## src/rtl/ats21_instr_capture.sv

```systemverilog
// Instruction capture front-end for the ATS21 core: two-beat reassembly, Nop filtering,
// A-before-B ordering and a FWFT FIFO. Optional filter macro: ATS21_ILLEGAL_OP_FILTER_EN.
module ats21_instr_capture #(
   parameter int DEPTH = 4
) (
   input  logic                     clk,
   input  logic                     reset,
   input  logic                     req,
   input  logic [15:0]              ctrlA,
   input  logic [15:0]              ctrlB,
   output logic                     instr_valid,
   input  logic                     instr_ready,
   output logic                     instr_client,
   output logic [2:0]               instr_opcode,
   output logic [31:0]              instr_word,
   output logic [$clog2(DEPTH):0]   fifo_count,
   output logic                     overflow,
   output logic                     illegal,
   output logic                     proto_err,
   output logic                     fsm_state
);

   localparam int AW = $clog2(DEPTH);
   localparam int CW = AW + 1;
   localparam logic [CW-1:0] FULL_CNT = CW'(DEPTH);

   typedef enum logic {IDLE = 1'b0, LOW = 1'b1} state_t;

   state_t        state, state_nxt;
   logic [15:0]   hi_a, hi_b;
   logic [31:0]   w_a, w_b;
   logic          is_low, valid_a, valid_b;
   logic          pend_valid;
   logic [31:0]   pend_word;
   logic          push, push_client, wr_en, pop, full;
   logic [31:0]   push_word;
   logic [32:0]   mem [DEPTH];
   logic [32:0]   head;
   logic [AW-1:0] wr_ptr, rd_ptr;
   logic [CW-1:0] count;

   always_ff @(posedge clk or negedge reset) begin
      if (!reset) state <= IDLE;
      else        state <= state_nxt;
   end

   always_comb begin
      state_nxt = state;
      unique case (state)
         IDLE: if (req) state_nxt = LOW;
         LOW:  state_nxt = IDLE;
         default: state_nxt = IDLE;
      endcase
   end

   always_ff @(posedge clk or negedge reset) begin
      if (!reset) begin
         hi_a <= '0;
         hi_b <= '0;
      end else if (state == IDLE && req) begin
         hi_a <= ctrlA;
         hi_b <= ctrlB;
      end
   end

   assign is_low    = (state == LOW);
   assign fsm_state = is_low;
   assign w_a       = {hi_a, ctrlA};
   assign w_b       = {hi_b, ctrlB};
   // A request arriving during the lower-beat cycle is flagged but otherwise ignored.
   assign proto_err = is_low && req;

`ifdef ATS21_ILLEGAL_OP_FILTER_EN
   logic ill_a, ill_b;
   assign ill_a   = is_low && (w_a[31:29] == 3'b100);
   assign ill_b   = is_low && (w_b[31:29] == 3'b100);
   assign valid_a = is_low && (w_a[31:29] != 3'b000) && !ill_a;
   assign valid_b = is_low && (w_b[31:29] != 3'b000) && !ill_b;
   assign illegal = ill_a || ill_b;
`else
   assign valid_a = is_low && (w_a[31:29] != 3'b000);
   assign valid_b = is_low && (w_b[31:29] != 3'b000);
   assign illegal = 1'b0;
`endif

   // B of a pair waits one cycle; the next LOW is at least two cycles away.
   always_ff @(posedge clk or negedge reset) begin
      if (!reset) begin
         pend_valid <= 1'b0;
         pend_word  <= '0;
      end else begin
         pend_valid <= valid_a && valid_b;
         if (valid_a && valid_b) pend_word <= w_b;
      end
   end

   always_comb begin
      push        = 1'b0;
      push_client = 1'b0;
      push_word   = '0;
      if (valid_a) begin
         push      = 1'b1;
         push_word = w_a;
      end else if (valid_b) begin
         push        = 1'b1;
         push_client = 1'b1;
         push_word   = w_b;
      end else if (pend_valid) begin
         push        = 1'b1;
         push_client = 1'b1;
         push_word   = pend_word;
      end
   end

   assign full     = (count == FULL_CNT);
   assign pop      = (count != '0) && instr_ready;
   assign wr_en    = push && (!full || pop);
   assign overflow = push && full && !pop;

   always_ff @(posedge clk) begin
      if (wr_en) mem[wr_ptr] <= {push_client, push_word};
   end

   always_ff @(posedge clk or negedge reset) begin
      if (!reset) begin
         wr_ptr <= '0;
         rd_ptr <= '0;
         count  <= '0;
      end else begin
         if (wr_en) wr_ptr <= wr_ptr + AW'(1);
         if (pop)   rd_ptr <= rd_ptr + AW'(1);
         unique case ({wr_en, pop})
            2'b10:   count <= count + CW'(1);
            2'b01:   count <= count - CW'(1);
            default: count <= count;
         endcase
      end
   end

   // Head is masked while empty so stale storage never reaches the core.
   assign head         = mem[rd_ptr];
   assign instr_valid  = (count != '0);
   assign instr_client = instr_valid && head[32];
   assign instr_word   = instr_valid ? head[31:0] : 32'h0;
   assign instr_opcode = instr_word[31:29];
   assign fifo_count   = count;

endmodule
```

## config.mk

```make
export PLATFORM = sky130hd
export DESIGN_NAME = ats21_instr_capture
export DESIGN_NICKNAME = d
export VERILOG_FILES = /design/src/rtl/ats21_instr_capture.sv
export SDC_FILE = /design/constraint.sdc
export NUM_CORES = 1
export LEC_CHECK = 0
export BUFFER_PORTS_ARGS = -buffer_cell sky130_fd_sc_hd__buf_2
export CAP_MARGIN = 20
export CORE_ASPECT_RATIO = 0.6
export CORE_MARGIN = 2
export CORE_UTILIZATION = 25
export CTS_CLUSTER_SIZE = 20
export DETAILED_ROUTE_END_ITERATION = 7
export HOLD_SLACK_MARGIN = 0.05
export PLACE_DENSITY = 0.49
export SYNTH_ARGS = -nofsm -noshare
export SYNTH_HDL_FRONTEND = slang
export SYNTH_SLANG_ARGS = --single-unit
```

## constraint.sdc

```tcl
create_clock -name clk -period 2.65 [get_ports clk]
set_input_delay 0.3975 -clock clk [delete_from_list [all_inputs] [get_ports clk]]
set_output_delay 0.3975 -clock clk [all_outputs]
set_load 0.05 [all_outputs]
```

==> results of run 1 <==
state kept, by name, indices dropped and copies added (netlist names):
register	flops
hi_b	16
rd_ptr	2
hi_a	16
pend_word	32
pend_valid	1
fifo_count	3
fsm_state	1
wr_ptr	2
mem	132
metal layers:
metal	global-route usage [%]	up-vias	wire length, um
met4	1.68	0	233
met3	2.60	23	991
met1	18.7	2555	11000
met2	17.8	96	9440
li1	-	2206	-
met5	0	-	0
area by class of cell:
class / count / area [um^2]
Sequential cell: 205 / 5790
Multi-Input combinational cell: 293 / 2650
Clock buffer: 26 / 544
Timing Repair Buffer: 101 / 672
Clock inverter: 10 / 72.6
Tap cell: 459 / 574
Fill cell: 3375 / 23600
Inverter: 7 / 26.3
where the power goes:
| part | switching (uW) | leakage, uW | internal [uW] | total [uW] |
|---|---|---|---|---|
| logic | 3400 | 0.00139 | 1650 | 5040 |
| clock network | 1230 | 0.000301 | 1550 | 2780 |
| registers | 269 | 0.00208 | 4310 | 4580 |
layout by cell type (no fill, tap or decap), drive strengths merged, types with 2 or more instances in the layout:
cell type	n
mux2	62
clkbuf	26
o31ai	3
a21oi	61
nand3	30
a32oi	2
a22o	3
edfxtp	132
inv	7
and2	39
buf	100
or3	2
clkinv	8
xnor2	3
xor2	3
mux4	33
o31a	2
ha	5
dfrtp	73
nor2	35
kinds of logic (layout without fill, tap and decap cells):
logic type	after synthesis	after routing	share of synthesized area (%)
DFF	205	205	67.0
and+or+nand+nor	110	110	6.69
other	1	1	0.0434
buffers and inverters	48	144	2.72
AOI/OAI and AO/OA	74	74	5.01
adders and majority gates	6	6	0.955
xor gates and xnor gates	6	6	0.608
muxes	96	96	17.0
Yosys cell counts:
library cell / instances / area, um^2
a21o_1: 1 / 7.51
a21oi_1: 61 / 305
a22o_1: 3 / 26.3
a32o_1: 1 / 10.0
a32oi_1: 2 / 17.5
and2_1: 35 / 219
and2_2: 4 / 30.0
buf_2: 8 / 40.0
buf_4: 4 / 30.0
buf_6: 4 / 45.0
clkbuf_1: 25 / 93.8
conb_1: 1 / 3.75
dfrtp_1: 73 / 1830
edfxtp_1: 132 / 3960
fa_1: 1 / 20.0
ha_1: 5 / 62.6
inv_1: 6 / 22.5
inv_2: 1 / 3.75
mux2_2: 57 / 642
mux2_4: 5 / 75.1
mux2i_1: 1 / 10.0
mux4_2: 33 / 743
nand2_4: 1 / 11.3
nand3_1: 30 / 150
nor2_1: 35 / 131
nor2b_1: 1 / 6.26
o221a_4: 1 / 20.0
o31a_1: 1 / 8.76
o31a_2: 1 / 10.0
o31ai_1: 2 / 15.0
o31ai_2: 1 / 12.5
or3_1: 2 / 12.5
or4_1: 1 / 7.51
or4b_2: 1 / 10.0
xnor2_1: 3 / 26.3
xor2_1: 3 / 26.3
what timing repair did:
item / in CTS / in global routing
setup endpoints to repair: 0 / 4
endpoints found under the hold margin: 35 / 0
hold buffers: 1 / 0
gates resized for setup: 0 / 1
buffers inserted: 0 / 0
through the flow:
stage               utilization (%)  std cells
finish                         30.5       1101
CTS                            30.5       1101
floorplan                         -        546
detailed placement             28.6       1064
global placement               28.6       1064
global route                   30.5       1101
final timing paths:
path	startpoint	endpoint	slack (ns)	cells after the start
max reg2reg	fifo_count[1]	fifo_count[2]	0.20	9
min in group asynchronous	reset	hi_a[8]	0.39	2
max in group asynchronous	reset	rd_ptr[0]	1.60	3
min	ctrlA[6]	hi_a[6]	0.14	2
max	fifo_count[1]	overflow	0.12	3
min reg2reg	pend_word[29]	pend_word[29]	0.50	1
critical path, delay by kind of cell (launching register included):
kind                   cells  cell delay (ns)
flip-flops                 1             0.41
buffers and inverters      1             0.30
AND/OR/NAND/NOR            1             0.71
AO/OA/AOI/OAI              1             0.21
==> summary.txt, run 1 <==
Run status
  – Status: finished clean

Placed design
  – IO buf count: 78
  – Placed cell area: 0.00970 mm^2
  – HPWL Detailed: 13.7 mm
  – GP Congestion: 0.710
  – Dpl ws: ~0.14 ns

Clock network
  – Clock-pin transition on the worst setup and hold timing paths: about 0.070 ns
  – Clock Tree Buf Depth: 3
  – Worst-Skew Late Latency: 0.51 ns
  – CTS tree: yes
  – Total CTS buffers: 20
  – Root buf cell: clkbuf_16
  – H-tree Lvls: 1
  – Clock sinks: between 200 and 250

Setup path
  – Crit path launch type: register
  – CP arrival: 2.13 ns
  – Setup crit end kind: output port
  – Crit Path Max Fanout: 4
  – CP Class: reg -> out
  – Crit path required time: roughly 2.3 ns
  – Critical Path Max Stage Delay: 0.71 ns
  – Worst path slowest cell: or4b_2
  – Cell breakdown of the critical path: or4b_2 -> a21oi_1 -> buf_2

Timing
  – Setup ws final: 0.119 ns
  – Min Hold Slack: ~0.14 ns
  – Final hold viol count: 0
  – Worst clock skew: 0.00955 ns
  – Final Max Tran Viols: 0
  – Final period utilization: around 95%
  – Worst-margin pin slew: 1.01 ns
  – # setup viols final: 0
  – Worst rel slew slack: 32.7%
  – TNS Setup: 0 ns
  – RSZ-0062 raised after global routing: false
  – Tmin final: 2.53 ns
  – FMAX: 395 MHz

Synthesis
  – Synthesis-stage register bit count: 205
  – Cells after Synth: 546
  – Mapped Avg Cell Area: ~16 um^2
  – Synthesized Nets: 588
  – Mapped Area: 0.00865 mm^2
  – Synthesis warning total: 0
  – Post-synth cell types: 36
  – Sequential share of the synthesized area: 67.0%

Detailed routing
  – WL final: 21.7 mm
  – DRT iter0 DRCs: about 340
  – DRT Pass-1 Iters: 4
  – ANT nets after route: 0
  – Drt wl/cell: 19.7 um
  – Via-to-Cell Ratio: around 4.4
  – DR vias: 4880
  – Residual DRC: 0

Pwr
  – Peak VDD IR: 514 uV
  – Post-route total power: between 10000 and 15000 uW
  – Leakage: 0.00377 uW
  – Pwr dens: 1200 mW/mm^2

Global route
  – First-pass GRT wire length: 33.0 mm
  – Gr usage total: about an eighth
  – Vias in the first global route: 4974
  – Pin count of the biggest net entering global routing: 39
  – Initial antenna violation count: 0
  – Grt total ovfl: 0

Finish
  – Antenna cells: 0
  – Area grow syn2layout: 19.5%
  – Total Nets Final: 670
  – Layout cells sized above 1: 36.6%
  – Design area: 0.0103 mm^2

Run
  – Max-cap violations: 0

Floorplanning
  – Chip height: 148 um
  – Die area: 0.0361 mm^2
  – # IOs: 80
  – Core Region: 0.0339 mm^2
  – Row cnt: 52
  – Die X-Extent: 244 um
  – Effective utilization at floorplan: 25.5%

Worst hold path
  – Min-delay worst type: in -> reg
(Power assumes the default switching activity.)
==> inputs of run 2 (changes only) <==
PLACE_DENSITY = 0.4   (was 0.49)
==> summary.txt, run 2 (synthesis gave the netlist of run 1 again) <==
Finish
  – Multi-input logic area: 0.00265 mm^2
  – Biggest register: mem
  – Area grow syn2layout: 22.5%
  – Biggest regs: mem (132), pend_word (32)
  – Total Nets Final: 680
  – # fillers: 3338
  – Register area: roughly 0.0058 mm^2
  – Max FFs per register: roughly 130
  – Antenna cells: 0
  – Commonest non-fill, non-tap cells in the layout: edfxtp_1 (132), buf_2 (76), dfrtp_1 (72)
  – Commonest non-fill, non-tap cell in the layout: edfxtp_1
  – Layout cells sized above 1: 38.5%
  – Design area: 0.0106 mm^2

Worst hold path
  – Min-delay worst type: in -> reg

Timing
  – Final period utilization: 96.2%
  – Tmin final: 2.55 ns
  – Final hold viol count: 0
  – Setup ws final: 0.102 ns
  – RSZ-0062 raised after global routing: false
  – FMAX: approximately 390 MHz
  – Worst clock skew: 0.0129 ns
  – TNS Setup: 0 ns
  – # setup viols final: 0
  – Min Hold Slack: roughly 0.14 ns
  – Worst-margin pin slew: 0.608 ns
  – Final Max Tran Viols: 0
  – Worst rel slew slack: 59.5%

Setup path
  – Cell count along the critical path: 4
  – Critical Path Max Stage Delay: about 0.6 ns
  – Crit path launch type: register
  – Crit path required time: 2.25 ns
  – Worst reg2reg path endpoint: fifo_count[2]
  – Cell breakdown of the critical path: buf_8 -> mux4_2 -> and2_1 -> buf_2
  – Crit Path Max Fanout: 16
  – CP arrival: 2.15 ns
  – End point of the critical path: instr_word[13]
  – Flop2flop setup slack: 0.16 ns
  – Worst R2R Path Depth: 9
  – Critical R2R Launch: fifo_count[1]
  – Top delay family on crit path: multiplexers
  – Setup crit end kind: output port
  – CP Buf/Inv Count: 2
  – Worst path slowest cell: mux4_2
  – CP Class: reg -> out
  – CP Launch Point: rd_ptr[0]

Run status
  – Status: finished clean

Placed design
  – Dpl ws: 0.123 ns
  – IO buf count: 78
  – Placed cell area: 0.00975 mm^2
  – GP Congestion: about 0.75
  – HPWL Detailed: around 15 mm

Floorplanning
  – Row cnt: 52
  – Effective utilization at floorplan: around a quarter
  – Chip height: 148 um
  – Core Region: 0.0339 mm^2
  – Die area: 0.0361 mm^2
  – # IOs: 80
  – Die X-Extent: 244 um

Clock network
  – Clock-pin transition on the worst setup and hold timing paths: 0.06 ns
  – H-tree Lvls: 1
  – Clock Tree Buf Depth: 3
  – Worst-Skew Late Latency: 0.51 ns
  – # Post-CTS Setup Buffers: 0
  – Total CTS buffers: 22
  – Clock sinks: 205
  – CTS tree: yes
  – Root buf cell: clkbuf_16

Pwr
  – Flop pwr share: 34.9%
  – Psw: 4940 uW
  – Sw Share: 37.7%
  – Pwr dens: approximately 1200 mW/mm^2
  – Post-route total power: 13100 uW
  – Int Pwr: about 8200 uW
  – Peak VDD IR: approximately 760 uV
  – Clock share of power: 26.4%
  – Part of the power in combinational logic: 38.8%
  – Leakage: slightly below 0.004 uW

Detailed routing
  – Via-to-Cell Ratio: 4.50
  – ANT nets after route: 0
  – Residual DRC: 0
  – DR vias: 5006
  – Drt wl/cell: 20.8 um
  – DRT iter0 DRCs: between 200 and 300
  – WL final: 23.2 mm
  – DRT Pass-1 Iters: 4

Global route
  – Gr usage total: a little over an eighth
  – First-pass GRT wire length: 34.9 mm
  – Initial antenna violation count: 2
  – Grt total ovfl: 0
  – Pin count of the biggest net entering global routing: 38
  – Vias in the first global route: 5422

Run
  – Max-cap violations: 0
[run 2: worst min path at each step]
| stage | from | end | cells past startpoint |
|---|---|---|---|
| 3_5_place_dp | reset | hi_b[12] | 1 |
| 4_1_cts | ctrlA[8] | hi_a[8] | 2 |
| 3_3_place_gp | reset | hi_a[11] | 1 |
| 5_1_grt | ctrlA[4] | hi_a[4] | 2 |
| 6_report | ctrlA[6] | hi_a[6] | 2 |
| 2_1_floorplan | reset | fifo_count[0] | 0 |
[run 2: timing repair]
action                                  CTS  global route
gates cloned                              0             0
resized for setup                         3             1
endpoints found under the hold margin    35             0
endpoints found under the setup margin   15             1
hold buffers                              1             0
[run 2: layout make-up]
cell class	instances	area share, %
inverters	7	0.248
multi-input cells	293	25.1
flip-flops and latches	205	54.7
clock buffers	27	5.67
clock inverters	13	2.04
repair buffers	109	6.85
well taps	459	5.42
[run 2: power by group through the flow]
stage	clock (uW)	combinational (uW)	sequential, uW
floorplan	0	3680	4630
global placement	0	5180	4590
detailed placement	0	5210	4640
CTS	3570	5240	4580
global route	3690	5460	4650
finish	3460	5080	4570
[run 2: per-layer routing]
| layer | up-vias | part of all wire (%) | GRT usage [%] |
|---|---|---|---|
| met3 | 34 | 5.8 | 3.05 |
| met4 | 2 | 2.2 | 3.45 |
| met1 | 2625 | 47 | 18.4 |
| met2 | 106 | 45 | 20.2 |
| li1 | 2239 | - | - |
| met5 | - | 0.056 | 0 |
[run 2: through the flow]
stage / std cells / utilization [%]
floorplan: 546 / -
detailed placement: 1072 / 28.8
global placement: 1072 / 28.8
CTS: 1113 / 31.2
finish: 1113 / 31.2
global route: 1113 / 31.2
